File: src/rtl/cam_cfg_sched_if.sv
// rtl/cam_cfg_sched_if.sv - engine, user-port and status signals of the camera config sequencer
interface cam_cfg_sched_if;
    logic       en;
    logic       device_done;
    logic       iic_ack;
    logic       write_done;
    logic       read_done;
    logic [7:0] iic_rdata;
    logic [1:0] iic_cmd;
    logic       iic_sel_lut;
    logic [7:0] LUT_INDEX;
    logic [7:0] iic_addr;
    logic [7:0] iic_wdata;
    logic       usr_req;
    logic       usr_rw;
    logic [7:0] usr_addr;
    logic [7:0] usr_wdata;
    logic       usr_ack;
    logic [7:0] usr_rdata;
    logic       usr_err;
    logic       cfg_done;
    logic       cfg_err;
    logic       busy;

    modport master (
        input  en, device_done, iic_ack, write_done, read_done, iic_rdata,
        input  usr_req, usr_rw, usr_addr, usr_wdata,
        output iic_cmd, iic_sel_lut, LUT_INDEX, iic_addr, iic_wdata,
        output usr_ack, usr_rdata, usr_err, cfg_done, cfg_err, busy
    );

    modport slave (
        output en, device_done, iic_ack, write_done, read_done, iic_rdata,
        output usr_req, usr_rw, usr_addr, usr_wdata,
        input  iic_cmd, iic_sel_lut, LUT_INDEX, iic_addr, iic_wdata,
        input  usr_ack, usr_rdata, usr_err, cfg_done, cfg_err, busy
    );
endinterface

File: src/rtl/cam_cfg_sched.sv
// rtl/cam_cfg_sched.sv - walks the camera config LUT through the IIC engine, then arbitrates runtime register access
module cam_cfg_sched #(
    parameter int LUT_START = 2,
    parameter int LUT_SIZE  = 170,
    parameter int RST_INDEX = 2,
    parameter int RST_DELAY = 100_000,
    parameter int MAX_RETRY = 3
) (
    input  logic            clk_100M,
    input  logic            rst_n,
    cam_cfg_sched_if.master bus
);

    localparam int DW = (RST_DELAY > 1) ? $clog2(RST_DELAY) : 1;
    localparam int RW = (MAX_RETRY > 0) ? $clog2(MAX_RETRY + 1) : 1;

    localparam logic [7:0]    START_IDX  = 8'(LUT_START);
    localparam logic [7:0]    LAST_IDX   = 8'(LUT_SIZE);
    localparam logic [7:0]    SRST_IDX   = 8'(RST_INDEX);
    localparam logic [DW-1:0] DLY_LOAD   = DW'(RST_DELAY - 1);
    localparam logic [RW-1:0] RETRY_MAX  = RW'(MAX_RETRY);

    localparam logic [1:0] CMD_IDLE = 2'b00;
    localparam logic [1:0] CMD_RD   = 2'b01;
    localparam logic [1:0] CMD_WR   = 2'b10;

    typedef enum logic [2:0] {
        IDLE, CFG_WR, CFG_GAP, CFG_DLY, READY, USR_XFER, USR_GAP
    } state_t;

    state_t        state_q;
    logic [1:0]    cmd_q;
    logic          sel_lut_q;
    logic [7:0]    lut_index_q;
    logic [7:0]    iic_addr_q;
    logic [7:0]    iic_wdata_q;
    logic          usr_rw_q;
    logic          usr_ack_q;
    logic [7:0]    usr_rdata_q;
    logic          usr_err_q;
    logic          cfg_done_q;
    logic          cfg_err_q;
    logic          busy_q;
    logic [RW-1:0] retry_q;
    logic [DW-1:0] dly_q;

    logic wr_hit_d;
    logic rd_hit_d;
    logic usr_hit_d;
    logic at_last_d;

    // A done pulse only counts when it matches the command currently on the engine.
    always_comb begin
        wr_hit_d  = bus.write_done && (cmd_q == CMD_WR);
        rd_hit_d  = bus.read_done  && (cmd_q == CMD_RD);
        usr_hit_d = usr_rw_q ? rd_hit_d : wr_hit_d;
        at_last_d = (lut_index_q >= LAST_IDX);
    end

    always_ff @(posedge clk_100M or negedge rst_n) begin
        if (!rst_n) begin
            state_q     <= IDLE;
            cmd_q       <= CMD_IDLE;
            sel_lut_q   <= 1'b1;
            lut_index_q <= START_IDX;
            iic_addr_q  <= 8'h00;
            iic_wdata_q <= 8'h00;
            usr_rw_q    <= 1'b0;
            usr_ack_q   <= 1'b0;
            usr_rdata_q <= 8'h00;
            usr_err_q   <= 1'b0;
            cfg_done_q  <= 1'b0;
            cfg_err_q   <= 1'b0;
            busy_q      <= 1'b0;
            retry_q     <= '0;
            dly_q       <= '0;
        end else begin
            usr_ack_q <= 1'b0;
            case (state_q)
                IDLE: begin
                    if (bus.en && bus.device_done) begin
                        state_q <= CFG_WR;
                        cmd_q   <= CMD_WR;
                        busy_q  <= 1'b1;
                    end
                end

                CFG_WR: begin
                    if (wr_hit_d) begin
                        cmd_q <= CMD_IDLE;
                        if (!bus.iic_ack && (lut_index_q == SRST_IDX)) begin
                            retry_q <= '0;
                            dly_q   <= DLY_LOAD;
                            state_q <= CFG_DLY;
                        end else if (bus.iic_ack && (retry_q < RETRY_MAX)) begin
                            retry_q <= retry_q + 1'b1;
                            state_q <= CFG_GAP;
                        end else begin
                            // Either acked, or NACKed with retries used up: move on.
                            retry_q <= '0;
                            if (bus.iic_ack)
                                cfg_err_q <= 1'b1;
                            if (at_last_d) begin
                                cfg_done_q <= 1'b1;
                                sel_lut_q  <= 1'b0;
                                busy_q     <= 1'b0;
                                state_q    <= READY;
                            end else begin
                                lut_index_q <= lut_index_q + 8'd1;
                                state_q     <= CFG_GAP;
                            end
                        end
                    end
                end

                CFG_GAP: begin
                    cmd_q   <= CMD_WR;
                    state_q <= CFG_WR;
                end

                CFG_DLY: begin
                    if (dly_q == '0) begin
                        if (at_last_d) begin
                            cfg_done_q <= 1'b1;
                            sel_lut_q  <= 1'b0;
                            busy_q     <= 1'b0;
                            state_q    <= READY;
                        end else begin
                            lut_index_q <= lut_index_q + 8'd1;
                            cmd_q       <= CMD_WR;
                            state_q     <= CFG_WR;
                        end
                    end else begin
                        dly_q <= dly_q - 1'b1;
                    end
                end

                READY: begin
                    if (bus.en && bus.usr_req) begin
                        usr_rw_q    <= bus.usr_rw;
                        iic_addr_q  <= bus.usr_addr;
                        iic_wdata_q <= bus.usr_wdata;
                        cmd_q       <= bus.usr_rw ? CMD_RD : CMD_WR;
                        busy_q      <= 1'b1;
                        state_q     <= USR_XFER;
                    end
                end

                USR_XFER: begin
                    if (usr_hit_d) begin
                        cmd_q     <= CMD_IDLE;
                        usr_ack_q <= 1'b1;
                        usr_err_q <= bus.iic_ack;
                        if (usr_rw_q)
                            usr_rdata_q <= bus.iic_rdata;
                        state_q   <= USR_GAP;
                    end
                end

                USR_GAP: begin
                    busy_q  <= 1'b0;
                    state_q <= READY;
                end

                default: begin
                    cmd_q   <= CMD_IDLE;
                    busy_q  <= 1'b0;
                    state_q <= IDLE;
                end
            endcase
        end
    end

    assign bus.iic_cmd     = cmd_q;
    assign bus.iic_sel_lut = sel_lut_q;
    assign bus.LUT_INDEX   = lut_index_q;
    assign bus.iic_addr    = iic_addr_q;
    assign bus.iic_wdata   = iic_wdata_q;
    assign bus.usr_ack     = usr_ack_q;
    assign bus.usr_rdata   = usr_rdata_q;
    assign bus.usr_err     = usr_err_q;
    assign bus.cfg_done    = cfg_done_q;
    assign bus.cfg_err     = cfg_err_q;
    assign bus.busy        = busy_q;

endmodule
File: src/flat_wrapper.sv
// flat-port wrapper written by rule: the top's interface ports become plain ports
module cam_cfg_sched_flat 
#(
    parameter int LUT_START = 2,
    parameter int LUT_SIZE  = 170,
    parameter int RST_INDEX = 2,
    parameter int RST_DELAY = 100_000,
    parameter int MAX_RETRY = 3
)
  (clk_100M, rst_n, bus_en, bus_device_done, bus_iic_ack, bus_write_done, bus_read_done, bus_iic_rdata, bus_usr_req, bus_usr_rw, bus_usr_addr, bus_usr_wdata, bus_iic_cmd, bus_iic_sel_lut, bus_LUT_INDEX, bus_iic_addr, bus_iic_wdata, bus_usr_ack, bus_usr_rdata, bus_usr_err, bus_cfg_done, bus_cfg_err, bus_busy);
  cam_cfg_sched_if bus_i ();
  input  logic clk_100M;
  input  logic rst_n;
  input wire logic [$bits(bus_i.en)-1:0] bus_en;
  input wire logic [$bits(bus_i.device_done)-1:0] bus_device_done;
  input wire logic [$bits(bus_i.iic_ack)-1:0] bus_iic_ack;
  input wire logic [$bits(bus_i.write_done)-1:0] bus_write_done;
  input wire logic [$bits(bus_i.read_done)-1:0] bus_read_done;
  input wire logic [$bits(bus_i.iic_rdata)-1:0] bus_iic_rdata;
  input wire logic [$bits(bus_i.usr_req)-1:0] bus_usr_req;
  input wire logic [$bits(bus_i.usr_rw)-1:0] bus_usr_rw;
  input wire logic [$bits(bus_i.usr_addr)-1:0] bus_usr_addr;
  input wire logic [$bits(bus_i.usr_wdata)-1:0] bus_usr_wdata;
  output wire logic [$bits(bus_i.iic_cmd)-1:0] bus_iic_cmd;
  output wire logic [$bits(bus_i.iic_sel_lut)-1:0] bus_iic_sel_lut;
  output wire logic [$bits(bus_i.LUT_INDEX)-1:0] bus_LUT_INDEX;
  output wire logic [$bits(bus_i.iic_addr)-1:0] bus_iic_addr;
  output wire logic [$bits(bus_i.iic_wdata)-1:0] bus_iic_wdata;
  output wire logic [$bits(bus_i.usr_ack)-1:0] bus_usr_ack;
  output wire logic [$bits(bus_i.usr_rdata)-1:0] bus_usr_rdata;
  output wire logic [$bits(bus_i.usr_err)-1:0] bus_usr_err;
  output wire logic [$bits(bus_i.cfg_done)-1:0] bus_cfg_done;
  output wire logic [$bits(bus_i.cfg_err)-1:0] bus_cfg_err;
  output wire logic [$bits(bus_i.busy)-1:0] bus_busy;
  assign bus_i.en = bus_en;
  assign bus_i.device_done = bus_device_done;
  assign bus_i.iic_ack = bus_iic_ack;
  assign bus_i.write_done = bus_write_done;
  assign bus_i.read_done = bus_read_done;
  assign bus_i.iic_rdata = bus_iic_rdata;
  assign bus_i.usr_req = bus_usr_req;
  assign bus_i.usr_rw = bus_usr_rw;
  assign bus_i.usr_addr = bus_usr_addr;
  assign bus_i.usr_wdata = bus_usr_wdata;
  assign bus_iic_cmd = bus_i.iic_cmd;
  assign bus_iic_sel_lut = bus_i.iic_sel_lut;
  assign bus_LUT_INDEX = bus_i.LUT_INDEX;
  assign bus_iic_addr = bus_i.iic_addr;
  assign bus_iic_wdata = bus_i.iic_wdata;
  assign bus_usr_ack = bus_i.usr_ack;
  assign bus_usr_rdata = bus_i.usr_rdata;
  assign bus_usr_err = bus_i.usr_err;
  assign bus_cfg_done = bus_i.cfg_done;
  assign bus_cfg_err = bus_i.cfg_err;
  assign bus_busy = bus_i.busy;
  cam_cfg_sched #(.LUT_START(LUT_START), .LUT_SIZE(LUT_SIZE), .RST_INDEX(RST_INDEX), .RST_DELAY(RST_DELAY), .MAX_RETRY(MAX_RETRY)) u_core (.clk_100M(clk_100M), .rst_n(rst_n), .bus(bus_i));
endmodule
File: config.mk
export PLATFORM = sky130hd
export DESIGN_NAME = cam_cfg_sched_flat
export DESIGN_NICKNAME = d
export VERILOG_FILES = /design/src/rtl/cam_cfg_sched_if.sv /design/src/rtl/cam_cfg_sched.sv /design/src/flat_wrapper.sv
export SDC_FILE = /design/constraint.sdc
export NUM_CORES = 1
export LEC_CHECK = 0
export BUFFER_PORTS_ARGS = -buffer_cell sky130_fd_sc_hd__buf_4
export CORE_MARGIN = 2
export CORE_UTILIZATION = 25
export DETAILED_ROUTE_END_ITERATION = 6
export GPL_TIMING_DRIVEN = 0
export HOLD_SLACK_MARGIN = 0.03
export RECOVER_POWER = 25
export SLEW_MARGIN = 20
export SYNTH_ARGS = -nofsm -noshare
export SYNTH_HDL_FRONTEND = slang
export SYNTH_SLANG_ARGS = --single-unit
File: constraint.sdc
create_clock -name clk_100M -period 3 [get_ports clk_100M]
set_input_delay 0.6 -clock clk_100M [delete_from_list [all_inputs] [get_ports clk_100M]]
set_output_delay 0.6 -clock clk_100M [all_outputs]
set_load 0.01 [all_outputs]
======== Word-level counts from Yosys, hierarchy flattened ========
Index checks and enable logic that the tools add are counted.
storage, ports and cells
  register bits ........................... 63
  bits of input ports ..................... 33
  output and inout bits ................... 40
  word-level logic and storage cells ...... 117
operators by class
  add/sub/neg operators ................... 3
  $lt $le $gt $ge ......................... 2
  equal/unequal tests ..................... 19
  mux-type cells .......................... 53
  bitwise operators ....................... 4
  reductions and logical operators ........ 21
operators with widths
  operator               number
  $mux 17                3
  $mux 8                 5
  $pmux 17 s2            1
  $mux 3                 9
  $pmux 3 s7             1
  $mux 1                 20
  $mux 2                 9
  $logic_not 17->1       1
  $sub 17x1->17 const B  1
  $pmux 8 s2             1
  $reduce_and 5->1       3
  $pmux 2 s7             1
  $reduce_and 7->1       2
  $ne 2x1->1 const B     6
  $eq 3x3->1 const B     3
  $add 8x1->8 const B    1
  $eq 8x2->1 const B     1
  $ge 8x8->1 const B     1
  $ne 2x2->1 const B     4
  $eq 3x2->1 const B     2
  $logic_and 1x1->1      6
  $reduce_and 2->1       3
  $pmux 1 s5             1
  $not 1->1              4
  other kinds (12)       13

======== Logic depth before layout (Yosys ltp) ========
Gate-level depths: netlist (run 1).
  word-level depth ........................ 6
  gate-level depth with buffers ........... 8
  depth with buffers taken out ............ 7

======== Least setup slack after synthesis (run 1) ========
OpenSTA, ideal clock, no wires.
  path type ............................... flip-flop to flip-flop
  start point ............................. reg u_core.lut_index_q[1], in the netlist u_core.bus.LUT_INDEX[1]
  end point ............................... reg u_core.lut_index_q[7], in the netlist u_core.bus.LUT_INDEX[7]
  library setup time ...................... 0.120 ns
  arrival time ............................ 2.144 ns
  required time ........................... 2.880 ns
  setup slack ............................. 0.736 ns
  cell stages (with the launch flop) ...... 7
  path buffers ............................ 0
  clock period less this slack ............ 2.264 ns
  cells stage by stage .................... dfstp_2 > ha_1 > nor4b_1 > nand2_1 > a311oi_1 > nor4b_2 > a31o_2
on the way
  word-level cells in the longest chain between the ends .. 6
  elaborated cells between the ends (all ways) .. 12
RTL lines
  element                                           RTL line                                                         source
  from (decl)                                       cam_cfg_sched.sv:34                                              logic [7:0] lut_index_q;
  from (signal assigned)                            cam_cfg_sched.sv:109                                             lut_index_q <= lut_index_q + 8'd1;
  from (signal assigned)                            cam_cfg_sched.sv:129                                             lut_index_q <= lut_index_q + 8'd1;
  $add 8x1->8 / $ge 8x8->1 (equally long branches)  cam_cfg_sched.sv:109, cam_cfg_sched.sv:129, cam_cfg_sched.sv:57
  $mux 8                                            cam_cfg_sched.sv:103, cam_cfg_sched.sv:123
  $mux 8                                            cam_cfg_sched.sv:95                                              end else if (bus.iic_ack && (retry_q < RETRY_MAX)) begin
  $mux 8                                            cam_cfg_sched.sv:91                                              if (!bus.iic_ack && (lut_index_q == SRST_IDX)) begin
  $mux 8                                            cam_cfg_sched.sv:89                                              if (wr_hit_d) begin
  $pmux 8 s2                                        cam_cfg_sched.sv:79                                              case (state_q)
Several ways; a longest one is shown, not always the timed one. The select of a mux whose other input is x is not followed.
A chain may end at the register's enable or synchronous reset.

======== Worst setup path in the final report (run 1) ========
Ends and elaborated chain as after synthesis.

==> results of run 1 <==
-- kinds of logic after synthesis --
kind of cell	after synthesis
adder cells (fa/ha/maj)	5
buffers and inverters	16
flip-flops	63
AND/OR/NAND/NOR	97
AO/OA/AOI/OAI	40
XOR/XNOR	16
multiplexers	29
-- stage by stage --
step	cells	instance area, um^2	utilization (%)
after floorplan	266	3040	-
after global placement	485	3760	31.5
after detailed placement	485	3760	31.5
after CTS	500	4060	34.0
after global routing	500	4070	34.0
final	500	4070	34.0
-- repair_timing --
| item | CTS | global route |
|---|---|---|
| endpoints found under the setup margin | 0 | 1 |
| gates resized for setup | 0 | 1 |
| hold buffers | 0 | 0 |
-- cells in the final DEF (no fill, tap or decap), types with 3 or more instances in the layout --
cell,instances
buf_4,71
dfrtp_1,61
mux2_2,25
nand2_1,21
nor2_1,12
a21oi_1,10
xor2_1,10
inv_1,9
nor3_1,9
nor4_1,9
clkbuf_16,9
clkbuf_1,6
xnor2_1,6
nor2b_1,5
and3_1,5
nand4_1,5
ha_1,5
nand3_1,4
a31oi_1,4
a21o_1,3
nand2b_1,3
or3_4,3
o31ai_1,3
mux2i_1,3
o21ai_0,3
-- worst reg2reg max path, delay by kind of cell (launching register included) --
kind	cells	cell delay, ps
compound gates	2	1040
fa+ha+maj	1	180
flops	1	580
simple gates	3	720
-- worst paths after layout --
| path | endpoint |
|---|---|
| max in group asynchronous | u_core.retry_q[0] |
| min | u_core.bus.cfg_err |
| min in group asynchronous | u_core.bus.LUT_INDEX[3] |
| max | u_core.bus.LUT_INDEX[7] |
| max reg2reg | u_core.bus.LUT_INDEX[7] |
| min reg2reg | u_core.bus.cfg_err |
-- sequential cells by signal (all words and copies together) (netlist names) --
register                cells
u_core.usr_rw_q             1
u_core.bus.iic_addr         8
u_core.bus.busy             1
u_core.bus.cfg_done         1
u_core.dly_q               17
u_core.bus.cfg_err          1
u_core.bus.usr_rdata        8
u_core.bus.LUT_INDEX        8
u_core.bus.usr_ack          1
u_core.bus.usr_err          1
u_core.bus.iic_wdata        8
u_core.state_q              3
u_core.retry_q              2
u_core.bus.iic_cmd          2
u_core.bus.iic_sel_lut      1
-- synthesized netlist by cell type (4+ instances only) --
master	count
nand3_1	4
inv_1	9
a21oi_1	10
nand2_1	21
ha_1	5
nand4_1	5
a31oi_1	4
xnor2_1	6
nor3_1	9
dfrtp_1	61
clkbuf_1	5
and3_1	5
xor2_1	10
nor4_1	10
mux2_2	25
nor2_1	12
nor2b_1	5
-- layout make-up --
cell class | count | share of cell area (%)
Clock inverter | 3 | 1.05
Clock buffer | 12 | 6.31
Tap cell | 147 | 4.52
Multi-Input combinational cell | 187 | 34.4
Sequential cell | 63 | 38.8
Inverter | 9 | 0.831
Timing Repair Buffer | 72 | 13.2
Buffer | 7 | 0.862
-- layer usage --
layer	track usage, %	vias to the layer above
li1	-	1141
met1	13.7	1165
met2	17.7	60
met3	3.55	8
met4	4.63	0
met5	0	-
-- power breakdown --
part	total, mW	switching [mW]	internal, mW
logic	1.16	0.558	0.597
clock network	1.04	0.354	0.682
registers	1.39	0.253	1.14
total	3.58	1.16	2.42
==> results.ini, run 1 <==
[worst_setup_path]
rr_startpoint=u_core.bus.LUT_INDEX[1]
startpoint_type=flop
cp_num_cells=6
crit_required_ps=3210
crit_path_cell_trace=ha_1 -> nor4b_1 -> nand2_1 -> a311oi_1 -> nor4b_2 -> a31o_2
path_buf_inv=0
r2r_slack_ps=380
crit_fanout=7
path_class=flop to flop
cp_slowest_cell=a311oi_1
startpoint=u_core.bus.LUT_INDEX[1]
slowest_delay_ps=790
cp.arrival_ps=2830
r2r_cells=6
critPathTopFamily=compound AO/OA/AOI/OAI gates
endpoint_kind=flop

[global_route]
grt_overflow=0
antenna_found_initial=0
grt_pass1_vias=2380
grt_max_degree=64
grt_pass1_wl_um=11400
grt_usage_pct=11.0

[logic_synthesis]
synth_cells=266
ys.flop_type=dfrtp_1
synth.area.top_cells=dfrtp_1 (50%), mux2_2 (9.3%), xor2_1 (2.9%)
synth_seq_area_share_pct=52.0
ys_warn_count=0
yosys-mux-area-fraction_pct=10.6
synth-async-reset-ratio_pct=100
synth_top_area_share_pct=50.2
synth_xor_area_share_pct=4.61
synth-adder-area-share_pct=2.06
synth_seq_cells=63
synth_top_area_cell=dfrtp_1
synth_edf_count=0
synth_area_um2=3040
synthSimpleGateAreaFrac_pct=18.9
synth_cell_types=54
synth_top_family_by_area=simple AND/OR/NAND/NOR gates
synth_nets=304
synth_area_per_cell_um2=11.4
synth_compound_area_share_pct=9.63

[finish]
fin_nets=387
ff_latch_area_um2=1580
areaGrowthSynthToFinish_pct=33.8
n_antenna_cell=0
multiInputGateArea_um2=1400
drive_above_1_share_pct=36.3
fillers=1182

[route]
wl_um=6810
highest_layer=met4
drc=0
detail_route.iter0.violations=108
met1_length_um=3070
vias_per_cell=4.75
dr_wl_met2_um=3250
ant_nets=0
route.met3.wl_um=392
first_pass_iters=4
wire_per_inst_um=13.6
num_vias=2374

[sta]
period_share_pct=87.4
setup-tns-final_ps=0
rsz0062_at_grt=no
hold_slack_ps=473
finalHoldViolCount=0
slew_headroom_pct=-5.72
slew_violations=64
fin_ws_ps=378
max_freq_mhz=381
period_needed_ps=2620
setup_viol_count_final=0
final.setup_skew_ps=8.80
tightest_slew_ps=1590

[clock_network]
cts_setup_buffers=0
clkLatencyLatePin_ps=320
cts_max_level=3
cts_made_buffers=9
path_clk_slew_ps=50
cts_max_path_buffers=2
clock-sinks=63
cts_tree=yes
root_buffer=clkbuf_16

[placed_design]
gp_congestion=0.813
port_buffers=72
dpl.hpwl_um=4950
pre_cts_slack_ps=89.4

[floorplanning]
chipWidth_um=114
initial_utilization_pct=25.4
pin_count=73
die_area_um2=13100
row_count=40
fp.dieH_um=114
core_region_area_um2=12000

[worst_hold_path]
whs_path_depth=1
min_from=u_core.bus.cfg_err
min_path_type=flop to flop

[pwr]
leakage_nw=1.80
vdd_ir_drop_max_uv=436
pwr_density_cell_nw_per_um2=881
power_mw=3.58

[run]
cap_viol_max_count=1

[run_status]
status=finished, violations left
violations=capacitance limit, slew limit

(Power assumes the default switching activity.)
==> run 2, diff against run 1 <==
--- a/config.mk
+++ b/config.mk
@@ -8,6 +8,7 @@
 export BUFFER_PORTS_ARGS = -buffer_cell sky130_fd_sc_hd__buf_4
 export CORE_MARGIN = 2
 export CORE_UTILIZATION = 25
+export CTS_CLUSTER_SIZE = 30
 export DETAILED_ROUTE_END_ITERATION = 6
 export GPL_TIMING_DRIVEN = 0
 export HOLD_SLACK_MARGIN = 0.03
==> constraint.sdc (replaced) <==
create_clock -name clk_100M -period 3 [get_ports clk_100M]
set_input_delay 0.15 -clock clk_100M [delete_from_list [all_inputs] [get_ports clk_100M]]
set_output_delay 0.15 -clock clk_100M [all_outputs]
set_load 0.01 [all_outputs]
==> results.ini, run 2 (synthesized netlist as in run 1, its figures left out) <==
[global_route]
grt_busiest_layer=met2
grt_pass1_vias=2383
grtUsageMet2_pct=17.7
grt_pass1_wl_um=11400
grt_max_degree=64
grt_overflow=0
gr-usage-met3_pct=3.60
antenna_found_initial=0
globalRouteMet1Util_pct=13.7
grt_usage_pct=11.0

[clock_network]
clock-sinks=63
cts_max_path_buffers=2
path_clk_slew_ps=50
cts_made_buffers=9
cts_setup_buffers=0
cts_tree=yes
clkLatencyLatePin_ps=320
root_buffer=clkbuf_16
cts_max_level=3

[sta]
rsz0062_at_grt=no
period_share_pct=87.4
setup-tns-final_ps=0
max_freq_mhz=381
period_needed_ps=2620
hold_slack_ps=56.6
setup_viol_count_final=0
finalHoldViolCount=0
final.setup_skew_ps=7.85
slew_violations=64
slew_headroom_pct=-5.58
tightest_slew_ps=1580

[finish]
drive_above_1_share_pct=25.4
fin_area_um2=3940
ff_latch_area_um2=1580
fin_nets=388
final_cell_mix=dfrtp_1 (61), clkbuf_1 (43), buf_4 (34)
mostFrequentLayoutCell=dfrtp_1
multiInputGateArea_um2=1400
n_antenna_cell=0
final_core_util_pct=32.9
areaGrowthSynthToFinish_pct=29.6
top_register=u_core.dly_q
largest_reg_flops=17
fillers=1218

[route]
vias_per_cell=4.72
ant_nets=0
first_pass_iters=4
wire_per_inst_um=13.6
wl_um=6820
drc=0
num_vias=2367
detail_route.iter0.violations=109

[pwr]
leakage_nw=1.66
pwr_density_cell_nw_per_um2=873
vdd_ir_drop_max_uv=430

[worst_setup_path]
startpoint_type=flop
cp.arrival_ps=2840
endpoint_kind=flop
crit_fanout=7
crit_required_ps=3210
path_class=flop to flop

[placed_design]
port_buffers=72
dpl.hpwl_um=4950
placed_area_um2=3760
gp_congestion=0.813

[floorplanning]
die_area_um2=13100
initial_utilization_pct=25.4
fp.dieH_um=114
row_count=40
chipWidth_um=114
core_region_area_um2=12000
pin_count=73

[run_status]
status=finished, violations left
violations=capacitance limit, slew limit

[worst_hold_path]
min_path_type=primary input to flop

[run]
cap_viol_max_count=1

## run 2: timing repair
action                                  CTS  global route
resized for setup                         0             1
hold endpoints to repair                 61             0
hold buffers                              1             0
endpoints found under the setup margin    0             1
## run 2: worst max-delay path: stages, from the launching register on
cell	delay (ps)
dfstp_2	580
ha_1	180
nor4b_1	350
nand2_1	190
a311oi_1	790
nor4b_2	180
a31o_2	250
## run 2: routing by layer
metal  routed length [um]  up-vias
met3                  383        8
met4                  102        0
met2                 3250       55
li1                     -     1144
met5                    0        -
met1                 3080     1160
## run 2: worst paths after layout
path                            slack, ps  cells past startpoint               startpoint                 endpoint
max in group asynchronous            1270                      2                    rst_n   u_core.bus.iic_addr[2]
worst min register to register        470                      1       u_core.bus.cfg_err       u_core.bus.cfg_err
worst min-delay path                   60                      2          bus_usr_addr[0]   u_core.bus.iic_addr[0]
min in group asynchronous             770                      2                    rst_n  u_core.bus.LUT_INDEX[3]
worst max-delay path                  380                      6  u_core.bus.LUT_INDEX[1]  u_core.bus.LUT_INDEX[7]
worst max register to register        380                      6  u_core.bus.LUT_INDEX[1]  u_core.bus.LUT_INDEX[7]
## run 2: power by group
part	leakage, nW	switching, mW	internal [mW]
Combinational	0.764	0.558	0.463
Clock	0.145	0.351	0.681
Sequential	0.747	0.247	1.14
## run 2: through the flow
stage	power (mW)	cells	setup slack, ps
global placement	2.53	485	196
floorplan	2.05	266	736
CTS	3.63	501	58.4
finish	3.44	501	377
detailed placement	2.57	485	89.4
global route	3.68	501	165
## run 2: cell type report
| type | instances | share of cell area [%] |
|---|---|---|
| well taps | 147 | 4.67 |
| clock buffers | 12 | 6.51 |
| plain buffers | 7 | 0.890 |
| flip-flops and latches | 63 | 40.1 |
| repair buffers | 73 | 10.4 |
| inverters | 9 | 0.858 |
| multi-input cells | 187 | 35.5 |
| clock inverters | 3 | 1.08 |
==> run 3, diff against run 2 <==
--- a/config.mk
+++ b/config.mk
@@ -5,6 +5,8 @@
 export SDC_FILE = /design/constraint.sdc
 export NUM_CORES = 1
 export LEC_CHECK = 0
+export ABC_AREA = 1
+export ABC_CLOCK_PERIOD_IN_PS = 3000
 export BUFFER_PORTS_ARGS = -buffer_cell sky130_fd_sc_hd__buf_4
 export CORE_MARGIN = 2
 export CORE_UTILIZATION = 25
==> results.ini, run 3 <==
[run_status]
status=finished, violations left
violations=capacitance limit, slew limit

[route]
drc=0
vias_per_cell=4.35
wire_per_inst_um=12.0
wl_um=8780
num_vias=3194
first_pass_iters=4
detail_route.iter0.violations=154
ant_nets=0

[logic_synthesis]
synth_top_area_cell=dfrtp_1
synth_seq_area_share_pct=46.1
synth_most_common_cell=nand2_1
synth.area.top_cells=dfrtp_1 (45%), nand2_1 (19%), nand3_1 (5.6%)
ys_warn_count=0
synth_cell_types=33
synth_edf_count=0
ys.flop_type=dfrtp_1
synth_area_um2=3420
synth_cells=457
synth_area_per_cell_um2=7.49
synth_nets=495
synth_seq_cells=63
post_synth_most_frequent_cells=nand2_1 (169), dfrtp_1 (61), nor2_1 (49), nand3_1 (38), inv_1 (36)
synth-async-reset-ratio_pct=100
synth_top_area_share_pct=44.6

[global_route]
globalRouteMet1Util_pct=15.7
grtUsageMet2_pct=20.7
grt_max_degree=64
gr-usage-met3_pct=2.63
antenna_found_initial=0
grt_usage_pct=12.4
grt_overflow=0
grt_pass1_wl_um=14700
grt_busiest_layer=met2
grt_pass1_vias=3115

[sta]
fin_ws_ps=1100
setup-tns-final_ps=0
period_needed_ps=1900
period_share_pct=63.5
hold_slack_ps=37.4
rsz0062_at_grt=no
final.setup_skew_ps=5.86
tightest_slew_ps=1570
setup_viol_count_final=0
max_freq_mhz=525
slew_violations=64
finalHoldViolCount=0
slew_headroom_pct=-4.83

[placed_design]
placed_area_um2=4190
gp_congestion=0.874
pre_cts_slack_ps=1150
dpl.hpwl_um=6370
port_buffers=72

[worst_setup_path]
startpoint_type=flop
endpoint_kind=flop
cp.arrival_ps=2160
crit_fanout=10
crit_required_ps=3260
path_class=flop to flop

[finish]
top_register=u_core.dly_q
largest_reg_flops=17
mostFrequentLayoutCell=nand2_1
areaGrowthSynthToFinish_pct=29.6
n_antenna_cell=0
fin_nets=591
drive_above_1_share_pct=14.5
final_cell_mix=nand2_1 (169), dfrtp_1 (61), nor2_1 (49)
fin_area_um2=4440

[floorplanning]
core_region_area_um2=13300
fp.dieH_um=121
pin_count=73
die_area_um2=14700
chipWidth_um=121
row_count=42
initial_utilization_pct=25.8

[clock_network]
clkLatencyLatePin_ps=320
path_clk_slew_ps=50
cts_setup_buffers=0
cts_max_path_buffers=2
cts_max_level=3
root_buffer=clkbuf_16
cts_tree=yes
cts_made_buffers=9
clock-sinks=63

[pwr]
leakage_nw=2.33
pwr_density_cell_nw_per_um2=417
vdd_ir_drop_max_uv=198

[worst_hold_path]
min_path_type=primary input to flop

[run]
cap_viol_max_count=1

-- run 3: metrics by stage --
stage | utilization (%) | instances | total power, mW
CTS | 34.5 | 734 | 1.88
finish | 33.4 | 734 | 1.85
global placement | 31.5 | 705 | 0.920
detailed placement | 31.5 | 705 | 0.921
floorplan | - | 457 | 0.868
global route | 33.4 | 734 | 1.93
-- run 3: where the power goes --
group / switching (mW) / internal, mW / leakage, nW
Combinational: 0.0290 / 0.0377 / 1.39
Sequential: 0 / 0.851 / 0.816
Clock: 0.355 / 0.577 / 0.132
Total: 0.384 / 1.47 / 2.33
-- run 3: what timing repair did --
item	4_1_cts	5_1_grt
hold endpoints to repair	73	0
gates resized for setup	0	0
hold buffers	13	0
-- run 3: final cells by class --
cell class / count / area, um^2
clock buffers: 12 / 246
flip-flops and latches: 63 / 1580
plain buffers: 12 / 91.3
well taps: 176 / 220
multi-input cells: 339 / 1590
fillers: 1414 / 8860
inverters: 43 / 161
repair buffers: 85 / 526
clock inverters: 4 / 22.5
-- run 3: layer usage --
metal | vias up | part of all wire, % | wire length, um
li1 | 1640 | - | -
met1 | 1493 | 46 | 4010
met2 | 46 | 49 | 4340
met3 | 15 | 2.7 | 238
met4 | 0 | 2.2 | 197
met5 | - | 0 | 0
-- run 3: final timing paths --
| path | from | end | slack [ps] | depth (start not counted) |
|---|---|---|---|---|
| max in group asynchronous | rst_n | u_core.bus.LUT_INDEX[7] | 1300 | 2 |
| min reg2reg | u_core.bus.iic_sel_lut | u_core.bus.iic_sel_lut | 460 | 2 |
| min in group asynchronous | rst_n | u_core.bus.usr_rdata[3] | 770 | 2 |
| max | u_core.bus.LUT_INDEX[0] | u_core.bus.LUT_INDEX[7] | 1100 | 10 |
| min | bus_usr_addr[0] | u_core.bus.iic_addr[0] | 40 | 3 |
| max reg2reg | u_core.bus.LUT_INDEX[0] | u_core.bus.LUT_INDEX[7] | 1100 | 10 |
-- run 3: logic make-up (layout without fill, tap and decap cells) --
group           count (synthesis)  count (layout)  synth area share, %
fa+ha+maj                       5               5                 1.83
flops                          63              63                 46.1
compound gates                 35              35                 5.63
buf+inv                        55             156                 7.38
simple gates                  285             285                 35.5
xor+xnor                       14              14                 3.58
-- run 3: worst max-delay path: stages (launching register included) --
cell      delay [ps]
dfrtp_1          400
inv_1             80
ha_1             190
inv_1             70
nor2_1            40
nand2_1           80
nor2_1            60
o21ai_0          250
clkbuf_1         410
nand4_1          160
nand2_1          100
